$ cat src/rtl/pe_array_seq_if.sv
// pe_array_seq_if: host stream, pe_array link and result stream of the frame sequencer
interface pe_array_seq_if #(parameter int DATA_WIDTH = 16);
  logic start, reload, s_valid, s_ready, pe_load, pe_din_v, pe_dout_v, m_valid, m_ready, busy, done;
  logic [2*DATA_WIDTH-1:0] s_data, pe_din, pe_dout, m_data;
  logic [1:0] err;
  modport master (
    output start, reload, s_valid, s_data, pe_dout_v, pe_dout, m_ready,
    input  s_ready, pe_load, pe_din_v, pe_din, m_valid, m_data, busy, done, err
  );
  modport slave (
    input  start, reload, s_valid, s_data, pe_dout_v, pe_dout, m_ready,
    output s_ready, pe_load, pe_din_v, pe_din, m_valid, m_data, busy, done, err
  );
endinterface

$ cat src/rtl/pe_array_seq.sv
// pe_array_seq: frame sequencer feeding pe_array and buffering its results in a FWFT FIFO
module pe_array_seq #(
  parameter int DATA_WIDTH    = 16,
  parameter int COEF_LEN      = 8,
  parameter int DATA_LEN      = 24,
  parameter int OUT_LEN       = 8,
  parameter int FIFO_DEPTH    = 32,
  parameter int DRAIN_TIMEOUT = 1024
) (
  input logic clk,
  input logic rst,
  pe_array_seq_if.slave bus
);
  localparam int CW = $clog2((COEF_LEN > DATA_LEN ? COEF_LEN : DATA_LEN) + 1);
  localparam int RW = $clog2(OUT_LEN + 1);
  localparam int TW = $clog2(DRAIN_TIMEOUT + 1);
  localparam int AW = $clog2(FIFO_DEPTH);
  localparam int FW = AW + 1;
  localparam logic [CW-1:0] COEF_LAST = CW'(COEF_LEN - 1);
  localparam logic [CW-1:0] DATA_LAST = CW'(DATA_LEN - 1);
  localparam logic [RW-1:0] RES_MAX   = RW'(OUT_LEN);
  localparam logic [TW-1:0] TMO_LAST  = TW'(DRAIN_TIMEOUT - 1);
  localparam logic [FW-1:0] DEPTH     = FW'(FIFO_DEPTH);
  localparam logic [FW-1:0] NEED      = FW'(OUT_LEN);
  typedef enum logic [2:0] {IDLE, WAIT_SPACE, LOAD, RUN, DRAIN} state_t;
  state_t state_q, state_d;
  logic [CW-1:0] in_cnt_q, in_cnt_d;
  logic [RW-1:0] res_cnt_q, res_cnt_d;
  logic [TW-1:0] idle_cnt_q, idle_cnt_d;
  logic [AW-1:0] wr_ptr_q, wr_ptr_d, rd_ptr_q, rd_ptr_d;
  logic [FW-1:0] cnt_q, cnt_d, free;
  logic [1:0] err_q, err_d;
  logic reload_q, reload_d, coef_loaded_q, coef_loaded_d, done_q, done_d;
  logic pe_load_q, pe_load_d, pe_din_v_q, pe_din_v_d;
  logic [2*DATA_WIDTH-1:0] pe_din_q, pe_din_d;
  logic [2*DATA_WIDTH-1:0] mem [FIFO_DEPTH];
  logic s_rdy, m_vld, acc, pop, res_ok, push;
  assign s_rdy = state_q == LOAD || state_q == RUN;
  assign m_vld = cnt_q != '0;
  always_comb begin
    acc = bus.s_valid & s_rdy;
    pop = m_vld & bus.m_ready;
    free = DEPTH - cnt_q + FW'(pop);
    res_ok = bus.pe_dout_v && (state_q == RUN || state_q == DRAIN) && res_cnt_q != RES_MAX;
    // a full FIFO still takes the word when the host pops in the same cycle
    push = res_ok && (cnt_q != DEPTH || pop);
    state_d = state_q;
    in_cnt_d = in_cnt_q;
    res_cnt_d = res_cnt_q + RW'(res_ok);
    idle_cnt_d = idle_cnt_q;
    reload_d = reload_q;
    coef_loaded_d = coef_loaded_q;
    done_d = 1'b0;
    err_d = err_q | {1'b0, bus.pe_dout_v & ~push};
    pe_din_v_d = acc;
    pe_load_d = acc && state_q == LOAD;
    pe_din_d = acc ? bus.s_data : pe_din_q;
    wr_ptr_d = wr_ptr_q + AW'(push);
    rd_ptr_d = rd_ptr_q + AW'(pop);
    cnt_d = cnt_q + FW'(push) - FW'(pop);
    case (state_q)
      IDLE: if (bus.start) begin
        reload_d = bus.reload | ~coef_loaded_q;
        in_cnt_d = '0;
        res_cnt_d = '0;
        state_d = WAIT_SPACE;
      end
      WAIT_SPACE: state_d = free >= NEED ? (reload_q ? LOAD : RUN) : WAIT_SPACE;
      LOAD: if (acc) begin
        in_cnt_d = in_cnt_q == COEF_LAST ? '0 : in_cnt_q + CW'(1);
        coef_loaded_d = coef_loaded_q | (in_cnt_q == COEF_LAST);
        state_d = in_cnt_q == COEF_LAST ? RUN : LOAD;
      end
      RUN: if (acc) begin
        in_cnt_d = in_cnt_q == DATA_LAST ? '0 : in_cnt_q + CW'(1);
        idle_cnt_d = '0;
        state_d = in_cnt_q == DATA_LAST ? DRAIN : RUN;
      end
      DRAIN: if (res_cnt_q == RES_MAX) begin
        done_d = 1'b1;
        state_d = IDLE;
      end else if (bus.pe_dout_v) begin
        idle_cnt_d = '0;
      end else if (idle_cnt_q == TMO_LAST) begin
        err_d[1] = 1'b1;
        done_d = 1'b1;
        state_d = IDLE;
      end else begin
        idle_cnt_d = idle_cnt_q + TW'(1);
      end
      default: state_d = IDLE;
    endcase
  end
  always_ff @(posedge clk) begin
    if (rst) begin
      state_q <= IDLE;
      in_cnt_q <= '0;
      res_cnt_q <= '0;
      idle_cnt_q <= '0;
      reload_q <= 1'b0;
      coef_loaded_q <= 1'b0;
      done_q <= 1'b0;
      err_q <= '0;
      pe_din_v_q <= 1'b0;
      pe_load_q <= 1'b0;
      pe_din_q <= '0;
      wr_ptr_q <= '0;
      rd_ptr_q <= '0;
      cnt_q <= '0;
    end else begin
      state_q <= state_d;
      in_cnt_q <= in_cnt_d;
      res_cnt_q <= res_cnt_d;
      idle_cnt_q <= idle_cnt_d;
      reload_q <= reload_d;
      coef_loaded_q <= coef_loaded_d;
      done_q <= done_d;
      err_q <= err_d;
      pe_din_v_q <= pe_din_v_d;
      pe_load_q <= pe_load_d;
      pe_din_q <= pe_din_d;
      wr_ptr_q <= wr_ptr_d;
      rd_ptr_q <= rd_ptr_d;
      cnt_q <= cnt_d;
    end
  end
  always_ff @(posedge clk) if (push) mem[wr_ptr_q] <= bus.pe_dout;
  assign bus.s_ready = s_rdy;
  assign bus.m_valid = m_vld;
  assign bus.m_data = m_vld ? mem[rd_ptr_q] : '0;
  assign bus.busy = state_q != IDLE;
  assign bus.done = done_q;
  assign bus.err = err_q;
  assign bus.pe_load = pe_load_q;
  assign bus.pe_din_v = pe_din_v_q;
  assign bus.pe_din = pe_din_q;
endmodule

$ cat src/flat_wrapper.sv
// flat-port wrapper written by rule: the top's interface ports become plain ports
module pe_array_seq_flat 
#(
  parameter int DATA_WIDTH    = 16,
  parameter int COEF_LEN      = 8,
  parameter int DATA_LEN      = 24,
  parameter int OUT_LEN       = 8,
  parameter int FIFO_DEPTH    = 32,
  parameter int DRAIN_TIMEOUT = 1024
)
  (clk, rst, bus_start, bus_reload, bus_s_valid, bus_s_data, bus_pe_dout_v, bus_pe_dout, bus_m_ready, bus_s_ready, bus_pe_load, bus_pe_din_v, bus_pe_din, bus_m_valid, bus_m_data, bus_busy, bus_done, bus_err);
  pe_array_seq_if #(.DATA_WIDTH(DATA_WIDTH)) bus_i ();
  input logic clk;
  input logic rst;
  input wire logic [$bits(bus_i.start)-1:0] bus_start;
  input wire logic [$bits(bus_i.reload)-1:0] bus_reload;
  input wire logic [$bits(bus_i.s_valid)-1:0] bus_s_valid;
  input wire logic [$bits(bus_i.s_data)-1:0] bus_s_data;
  input wire logic [$bits(bus_i.pe_dout_v)-1:0] bus_pe_dout_v;
  input wire logic [$bits(bus_i.pe_dout)-1:0] bus_pe_dout;
  input wire logic [$bits(bus_i.m_ready)-1:0] bus_m_ready;
  output wire logic [$bits(bus_i.s_ready)-1:0] bus_s_ready;
  output wire logic [$bits(bus_i.pe_load)-1:0] bus_pe_load;
  output wire logic [$bits(bus_i.pe_din_v)-1:0] bus_pe_din_v;
  output wire logic [$bits(bus_i.pe_din)-1:0] bus_pe_din;
  output wire logic [$bits(bus_i.m_valid)-1:0] bus_m_valid;
  output wire logic [$bits(bus_i.m_data)-1:0] bus_m_data;
  output wire logic [$bits(bus_i.busy)-1:0] bus_busy;
  output wire logic [$bits(bus_i.done)-1:0] bus_done;
  output wire logic [$bits(bus_i.err)-1:0] bus_err;
  assign bus_i.start = bus_start;
  assign bus_i.reload = bus_reload;
  assign bus_i.s_valid = bus_s_valid;
  assign bus_i.s_data = bus_s_data;
  assign bus_i.pe_dout_v = bus_pe_dout_v;
  assign bus_i.pe_dout = bus_pe_dout;
  assign bus_i.m_ready = bus_m_ready;
  assign bus_s_ready = bus_i.s_ready;
  assign bus_pe_load = bus_i.pe_load;
  assign bus_pe_din_v = bus_i.pe_din_v;
  assign bus_pe_din = bus_i.pe_din;
  assign bus_m_valid = bus_i.m_valid;
  assign bus_m_data = bus_i.m_data;
  assign bus_busy = bus_i.busy;
  assign bus_done = bus_i.done;
  assign bus_err = bus_i.err;
  pe_array_seq #(.DATA_WIDTH(DATA_WIDTH), .COEF_LEN(COEF_LEN), .DATA_LEN(DATA_LEN), .OUT_LEN(OUT_LEN), .FIFO_DEPTH(FIFO_DEPTH), .DRAIN_TIMEOUT(DRAIN_TIMEOUT)) u_core (.clk(clk), .rst(rst), .bus(bus_i));
endmodule
$ cat config.mk
export PLATFORM = sky130hd
export DESIGN_NAME = pe_array_seq_flat
export DESIGN_NICKNAME = d
export VERILOG_FILES = /design/src/rtl/pe_array_seq_if.sv /design/src/rtl/pe_array_seq.sv /design/src/flat_wrapper.sv
export SDC_FILE = /design/constraint.sdc
export NUM_CORES = 1
export LEC_CHECK = 0
export ABC_CLOCK_PERIOD_IN_PS = 8910
export BUFFER_PORTS_ARGS = -buffer_cell sky130_fd_sc_hd__buf_2
export CAP_MARGIN = 10
export CORE_UTILIZATION = 39
export CTS_CLUSTER_SIZE = 24
export DETAILED_ROUTE_END_ITERATION = 16
export PLACE_DENSITY = 0.66
export SLEW_MARGIN = 10
export SYNTH_ARGS = -nofsm -noshare
export SYNTH_HDL_FRONTEND = slang
export SYNTH_SLANG_ARGS = --single-unit
$ cat constraint.sdc
create_clock -name clk -period 8.91 [get_ports clk]
set_clock_uncertainty 0.15 [all_clocks]
set_input_delay 0.891 -clock clk [delete_from_list [all_inputs] [get_ports clk]]
set_output_delay 0.891 -clock clk [all_outputs]
set_load 0.02 [all_outputs]
# == Word level (Yosys, flattened, before mapping) ==
# Memory sizes are Yosys's and may differ from the RTL's. A register that Yosys moved wholly into a read port is not among the register bits.
# Cells that the tools add are included.
# word_totals
register_bits,78
latchBits,0
ram_bits,1024
rom_bits,0
in_bits,71
out_inout_bits,72
word_cells,104
memories,1
# op_classes
add_sub_neg,9
n_mul,0
div,0
n_lt_le_gt_ge,1
eq_ne,17
shift,0
muxes,35
bitwise,9
n_reduce_logical,18
# memory_table
name,words,width,rd,rd_clocked_by_memory_dff,write_ports,line,rtl
u_core.mem,32,32,1,1,1,pe_array_seq.sv:36,logic [2*DATA_WIDTH-1:0] mem [FIFO_DEPTH];
# ops
cell,count
2-to-1 mux 11 bit,4
2-to-1 mux 32 bit,1
2-to-1 mux 5 bit,6
2-to-1 mux 3 bit,8
case mux 11 bit (2 select lines),1
case mux 3 bit (5 select lines),1
case mux 5 bit (3 select lines),1
adder 6 x 1 -> 6 bit,2
adder 11 x 1 -> 11 bit (second input constant),1
== test 11 x 10 -> 1 bit (second input constant),1
2-to-1 mux 1 bit,11
adder 5 x 1 -> 5 bit,2
!= test 3 bit (second input constant),3
2-to-1 mux 4 bit,2
AND reduction 4 bit,2
== test 3 x 2 -> 1 bit (second input constant),2
greater-or-equal comparator 6 x 4 -> 1 bit (second input constant),1
!= test 6 bit (second input constant),1
nonzero test 3 bit,2
nonzero test 6 bit,1
subtractor 6 x 1 -> 6 bit,1
subtractor 6 bit (first input constant),1
adder 5 x 1 -> 5 bit (second input constant),1
== test 5 x 3 -> 1 bit (second input constant),1
other kinds (19),32

# == Depth between registers and ports, before layout ==
# Gate-level depths: netlist (run 1).
# logic_depth
depth_word,12
ltp_mapped,16
ltp_nobuf,15

# == Least setup slack after synthesis (run 1) ==
# No wires, ideal clock.
# synth_timing
kind,in2reg
from,input port bus_m_ready
to,memory u_core.mem[28][0] (netlist bit) (enable)
arrival_ns,3.099
slack_ns,5.240
path_stages,5
cell_sequence,nand2b_1 -> a31oi_4 -> or3b_1 -> buf_2 -> nor2_1
# synth_via
elab_chain_cells,5
# synth_rtl
item,line,rtl
from (decl),flat_wrapper.sv:21,input wire logic [$bits(bus_i.m_ready)-1:0] bus_m_ready;
bitwise AND 1 bit,pe_array_seq.sv:42,pop = m_vld & bus.m_ready;
logical OR 1 bit,pe_array_seq.sv:46,push = res_ok && (cnt_q != DEPTH || pop);
logical AND 1 bit,pe_array_seq.sv:46,
2-to-1 mux 1 bit,pe_array_seq.sv:127,always_ff @(posedge clk) if (push) mem[wr_ptr_q] <= bus.pe_dout;
2-to-1 mux 1 bit (not written as such),pe_array_seq.sv:127,
to (decl),pe_array_seq.sv:36,
# No other way between the ends.

==> metrics.txt, run 1 <==
run status completed; average instance area after synthesis 19.6 um^2; Top Family by Delay on Critical Path buffers and inverters; TritonRoute pass-1 iters 5; Final setup viols 0; count of hold buffers inserted by post-cts repair 0; worst hold path class primary input to flip-flop; worst slew slack as a fraction of its limit 28.3%; final std cells w/o fill 3835; adder and majority cell fraction of the synthesized area 0.664%; maximum number of pins on one net before global-route repair 141; static power due to leakage 15.4 nW; area added between synthesis and finish 13.9%; maximum operating frequency 190 MHz; number of global-route vias before repair 22400; count of mapped cells out of synthesis 2175; final critical path time including I/O delays and setup 5270 ps; dominant combinational cell family by area after synthesis multiplexers; compound-cell area share of the yosys netlist 5.08%; post-CTS repair timing setup buffer count 0; RSZ-0062 raised after global routing false; Skew-Pair Late Insertion Delay 680 ps; CTS root buf sky130_fd_sc_hd__clkbuf_16; post-route antenna net violation count 0; critical path capture point type primary output; cell chain of the critical path buf_12 > nand2b_2 > buf_4 > o22ai_1 > a211oi_1 > a21oi_1 > buf_2; cell types with the largest area share after synthesis sky130_fd_sc_hd__edfxtp_1, sky130_fd_sc_hd__mux4_2, sky130_fd_sc_hd__dfxtp_1, sky130_fd_sc_hd__mux2i_1, sky130_fd_sc_hd__nand2_1; Post-Syn Nets 2268; Largest stage delay, worst path 960 ps; post-route standard cell area excluding fillers 48500 um^2; post-synthesis xor/xnor area fraction 0.268%; antenna violations before repair 7; multiplexer area fraction after synthesis 13.2%; routed wire length 107000 um; Worst Slack Setup Final 3640 ps; Final GP Congestion 0.777; leading post-synthesis cells by instance count sky130_fd_sc_hd__edfxtp_1, sky130_fd_sc_hd__mux4_2, sky130_fd_sc_hd__mux2i_1; width of the chip 332 um; quantity of I/O buffers inserted on ports 142; TNS Setup 0 ps; starting density of the core 39.5%; Crit Path Category flip-flop to primary output; clock input transition at the sequential cells of the worst setup and hold paths 60 ps; distinct cell type count of the synthesized netlist 63; DPL Wire Length 54700 um; count of antenna diodes in the layout 0; number of synthesis warnings 0; vias per cell 5.73; std cell rows 120; Worst EP arrival 4230 ps; total number of vias 22000; number of flops mapped to enable cells by yosys 1024; combined area of all synthesized cells 42600 um^2; gr usage total 19.1%; TritonCTS Buffers 107; Max Root-Sink Buffers 3; Final Hold Fails 0; net count of the finished layout 2442; leading register cell type out of synthesis sky130_fd_sc_hd__edfxtp_1; Sinks on Clock Net 1102; Yosys top cell by area sky130_fd_sc_hd__edfxtp_1; placed cell areas 45000 um^2; number of inserted filler cells in the final layout 8865; sequential cell area fraction in the yosys report 75.9%; slew at the pin with the worst max-slew slack 1070 ps; total overflow reported by the global router 0; Die H 332 um; required arrival time at the worst endpoint 7870 ps; number of top-level pins 143; detailed router's first-iteration violation count 2552; Gates resized, CTS repair 0; Critical path buffers and inverters 3; simple-gate share of the synthesized area 3.00%; critical path peak fanout 140; final routed DRC violation total 0; Post-Place Setup Slack 4320 ps; crit share post-route 59.1%; Cell Count Post-Placement 3643; Worst path slowest cell sky130_fd_sc_hd__dfxtp_4; ratio of cells with drive above 1 in the final layout 24.4%; number of storage elements in the synthesis netlist 1102; routed wire length per instance 27.8 um; peak supply drop 0.000153 V; share of synthesized registers carrying an async set or reset 0%; number of levels the H-tree was split into 3; pwr dens 256 nW/um^2; first-pass GRT wire length 152000 um; TritonCTS clock tree done; area fraction of the dominant cell type after synthesis 72.3%; critical path startpoint category flip-flop; die area 110000 um^2; floorplan core area 108000 um^2; cell with the most instances after synthesis sky130_fd_sc_hd__edfxtp_1; pins over their slew limit 0; number of maximum-capacitance violations 0
[worst paths after layout]
kind                              start                    end  slack (ps)  depth (start not counted)
hold / removal            bus_s_data[5]   u_core.bus.pe_din[5]         290                          3
setup reg to reg      u_core.state_q[2]     u_core.mem[22][23]        4960                          6
hold reg to reg   u_core.bus.pe_din[17]  u_core.bus.pe_din[17]         300                          2
setup / recovery     u_core.rd_ptr_q[1]          bus_m_data[9]        3640                          7
[metal layers]
layer	track usage, %	vias up	routed length, um
met5	0	-	69
met4	5.93	12	2610
met3	3.93	183	9380
met2	32.5	958	53400
met1	24.4	11600	41200
li1	-	9252	-
[worst reg2reg max path, cell delays in order (launching register included)]
cell,delay (ps)
sky130_fd_sc_hd__dfxtp_1,460
sky130_fd_sc_hd__nor3b_2,310
sky130_fd_sc_hd__o211ai_2,180
sky130_fd_sc_hd__a31oi_4,310
sky130_fd_sc_hd__nand3b_1,740
sky130_fd_sc_hd__nor2_4,880
sky130_fd_sc_hd__buf_4,540
[cell families after synthesis]
family / count (synthesis)
multiplexers: 322
XOR/XNOR: 13
AO/OA/AOI/OAI: 303
buffers and inverters: 146
AND/OR/NAND/NOR: 267
flip-flops: 1102
adder cells (fa/ha/maj): 22
[metrics by stage]
stage	util, %	hold WS, ps	total power [W]
finish	45.0	293	0.0124
global route	45.0	291	0.0128
CTS	45.0	250	0.0125
detailed placement	41.8	298	0.00802
global placement	41.8	288	0.00800
floorplan	-	275	0.00747
[flip-flops by register name, indices dropped and copies added (netlist names), 2 cells and up]
| register | flops |
|---|---|
| u_core.bus.err | 2 |
| u_core.bus.pe_din | 32 |
| u_core.rd_ptr_q | 5 |
| u_core.wr_ptr_q | 5 |
| u_core.cnt_q | 6 |
| u_core.mem | 1024 |
| u_core.res_cnt_q | 4 |
| u_core.state_q | 3 |
| u_core.idle_cnt_q | 11 |
| u_core.in_cnt_q | 5 |
[cell type report]
cell class	instances	area [um^2]	area share, %
timing repair buffer	191	1120	2.30
clock buffer	133	2800	5.77
multi-input combinational	927	9730	20.1
sequential	1102	32300	66.7
inverter	20	75.1	0.155
tap	1403	1760	3.62
clock inverter	59	691	1.42
[where the power goes]
group	switching, W	internal, W
registers	0.0000933	0.00569
clock network	0.00192	0.00258
logic	0.00117	0.000924
[cell usage in the layout, fill, tap and decap left out, types with 33 or more instances in the layout]
cell                           n
sky130_fd_sc_hd__buf_4        46
sky130_fd_sc_hd__buf_2       142
sky130_fd_sc_hd__edfxtp_1   1024
sky130_fd_sc_hd__nor2_4       33
sky130_fd_sc_hd__nand2_1     112
sky130_fd_sc_hd__dfxtp_1      75
sky130_fd_sc_hd__nor2_1       36
sky130_fd_sc_hd__a22oi_1      34
sky130_fd_sc_hd__a21oi_1      75
sky130_fd_sc_hd__a211oi_1     33
sky130_fd_sc_hd__mux4_2      192
sky130_fd_sc_hd__clkbuf_16   108
sky130_fd_sc_hd__mux2i_1     130
No activity file was read; power rests on OpenSTA's default activity.
==> run 2, diff against run 1 <==
- ABC_CLOCK_PERIOD_IN_PS: 8910 -> 4500
- PLACE_DENSITY: 0.66 -> 0.68
- clock period: 8.91 -> 4.5 ns (I/O delays scaled with it)
==> run 2 against run 1 <==
Worst hold slack got worse by 250 ps. Largest power group unchanged. Non-clock buffer count rose by 43. Design area is 1.1% higher. Routed wire length decreased by 10%. Via count shrank 1.3%. Sequential share of layout area decreased by 0.75 points. Clock power grew 97%. Combinational power rose by 110%. Setup slack got worse by 3200 ps. Critical endpoint is now bus_m_data[23].
==> metrics.txt, run 2 (synthesized netlist as in run 1, its figures left out) <==
start point of the worst min-delay path bus_pe_dout_v; Clk network pwr share 35.9% (-0.4 points); width of the chip 332 um (unchanged); TritonCTS Buffers 106 (-0.93%); capture endpoint of the worst hold path u_core.idle_cnt_q[1]; required arrival time at the worst endpoint 3900 ps (-3970 ps); Crit Path Category flip-flop to primary output; TritonRoute pass-1 iters 5 (unchanged); post-CTS repair timing setup buffer count 0 (unchanged); number of global-route vias before repair 22000 (-2.0%); final critical path time including I/O delays and setup 4030 ps; Die H 332 um (unchanged); Combinational Power Share 17.9% (+1.0 points); DPL Wire Length 56900 um (+3.9%); maximum number of pins on one net before global-route repair 88 (-38%); critical path peak fanout 48 (-66%); routed wire length 95500 um (-10%); most common cell after layout, fill and taps aside sky130_fd_sc_hd__edfxtp_1; Skew-Pair Late Insertion Delay 680 ps (about the same); final routed DRC violation total 0 (unchanged); floorplan core area 108000 um^2 (unchanged); post-route antenna net violation count 0 (unchanged); Reg with most FFs u_core.mem; std cell rows 120 (unchanged); pins over their slew limit 0 (unchanged); antenna violations before repair 11 (+4); Post-Place Setup Slack 1180 ps (-3140 ps); switching fraction of total power 26.2% (+0.48 points); startpoint of the lowest-slack register-to-register path u_core.cnt_q[3]; number of maximum-capacitance violations 0 (unchanged); crit share post-route 89.6%; vias per cell 5.58 (-2.5%); die area 110000 um^2 (unchanged); total overflow reported by the global router 0 (unchanged); RSZ-0062 raised after global routing false; routed wire length per instance 24.6 um (-12%); peak supply drop 0.000314 V (+110%); Worst Slack Setup Final 470 ps (-3170 ps); internal reg-to-reg setup slack 1200 ps (-3760 ps); gr usage total 17.0% (-2.0 points); TNS Setup 0 ps (unchanged); critical path capture point type primary output; Final Hold Fails 0 (unchanged); FF-to-FF path depth 7 (+1); starting density of the core 39.5% (unchanged); pwr dens 503 nW/um^2 (+97%); final std cells w/o fill 3883 (+1.3%); ratio of cells with drive above 1 in the final layout 24.5% (+0.13 points); worst slew slack as a fraction of its limit 17.2% (-11 points); Final setup viols 0 (unchanged); most frequent cells in the layout sky130_fd_sc_hd__edfxtp_1, sky130_fd_sc_hd__mux4_2, sky130_fd_sc_hd__buf_2; net count of the finished layout 2484 (+1.7%); quantity of I/O buffers inserted on ports 142 (unchanged); static power due to leakage 15.6 nW (+1.5%); detailed router's first-iteration violation count 1905 (-25%); slew at the pin with the worst max-slew slack 1240 ps (+165 ps); final hold slack 45.2 ps (-248 ps); area added between synthesis and finish 15.2%; Min-Delay Path Depth 4 (+1); total number of vias 21700 (-1.3%); Cell Count Post-Placement 3648 (+0.14%); clock input transition at the sequential cells of the worst setup and hold paths 60 ps (about the same); Gates resized, CTS repair 0 (unchanged); Internal Pwr Total 0.0182 W (+98%); number of top-level pins 143 (unchanged); switching power 0.00647 W (+100%); number of inserted filler cells in the final layout 8794 (-0.80%); Final GP Congestion 0.813 (+4.6%); critical path startpoint category flip-flop; share of power burned in registers 46.2% (-0.5 points); worst hold path class primary input to flip-flop; Sinks on Clock Net 1102 (unchanged); flip-flop count of the largest register after layout 1024 (unchanged); first-pass GRT wire length 142000 um (-6.6%); TritonCTS clock tree done; count of hold buffers inserted by post-cts repair 36 (+36); Worst EP arrival 3430 ps (-800 ps); CTS root buf sky130_fd_sc_hd__clkbuf_16; maximum operating frequency 248 MHz; Max Root-Sink Buffers 3 (unchanged); number of levels the H-tree was split into 3 (unchanged); run status completed; count of antenna diodes in the layout 0 (unchanged); Crit Reg-Reg Endpoint u_core.mem[0][20]
==> run 2: cell types whose count changed in the layout (fill, tap and decap cells not counted), moves of 3 or more <==
cell and delta:
sky130_fd_sc_hd__clkinv_1 +6, sky130_fd_sc_hd__buf_12 +7, sky130_fd_sc_hd__inv_6 -4, sky130_fd_sc_hd__clkinvlp_4 +3
sky130_fd_sc_hd__clkbuf_1 -10, sky130_fd_sc_hd__clkinv_2 +8, sky130_fd_sc_hd__dlygate4sd3_1 +36
==> run 2: worst max path at each step <==
stage | start | endpoint | slack, ps
floorplan | u_core.cnt_q[3] | u_core.mem[28][0] | 990
global placement | u_core.rd_ptr_q[2] | bus_m_data[9] | 1200
detailed placement | u_core.rd_ptr_q[2] | bus_m_data[10] | 1180
CTS | u_core.rd_ptr_q[2] | bus_m_data[10] | 430
global route | u_core.rd_ptr_q[2] | bus_m_data[10] | 280
finish | u_core.rd_ptr_q[0] | bus_m_data[23] | 470
==> run 2: per-layer routing <==
metal / GRT usage, % / share of wire, % / vias up
met5: 0 / 0.10 / -
met4: 4.33 / 1.9 / 18
met3: 3.26 / 7.5 / 139
met2: 27.9 / 49 / 903
met1: 23.4 / 42 / 11300
li1: - / - / 9341
==> run 2: metrics by stage <==
stage	utilization, %	area (um^2)	power (W)
finish	45.5	49000	0.0247
detailed placement	41.9	45100	0.0161
floorplan	-	42600	0.0148
CTS	45.5	49000	0.0249
global placement	41.9	45100	0.0160
global route	45.5	49000	0.0256
==> run 2: power groups by stage <==
stage                     clock network [W]  logic (W)  registers (W)
final                               0.00886    0.00443         0.0114
after global routing                0.00941    0.00474         0.0114
after CTS                           0.00902    0.00449         0.0114
after detailed placement                  0    0.00446         0.0116
after global placement                    0    0.00438         0.0116
after floorplan                           0    0.00322         0.0116
==> run 2: final cells by class <==
cell class / instances / area, um^2 / area share, %
clock inverter: 74 / 782 / 1.59
multi-input combinational: 927 / 9730 / 19.8
clock buffer: 123 / 2740 / 5.58
inverter: 20 / 75.1 / 0.153
tap: 1403 / 1760 / 3.58
sequential: 1102 / 32300 / 65.9
timing repair buffer: 234 / 1640 / 3.34
==> run 2: critical path, stage by stage, from the launching register on <==
cell,delay (ps)
sky130_fd_sc_hd__dfxtp_4,650
sky130_fd_sc_hd__buf_12,390
sky130_fd_sc_hd__mux4_2,560
sky130_fd_sc_hd__a211oi_1,650
sky130_fd_sc_hd__a21oi_1,180
sky130_fd_sc_hd__buf_2,210
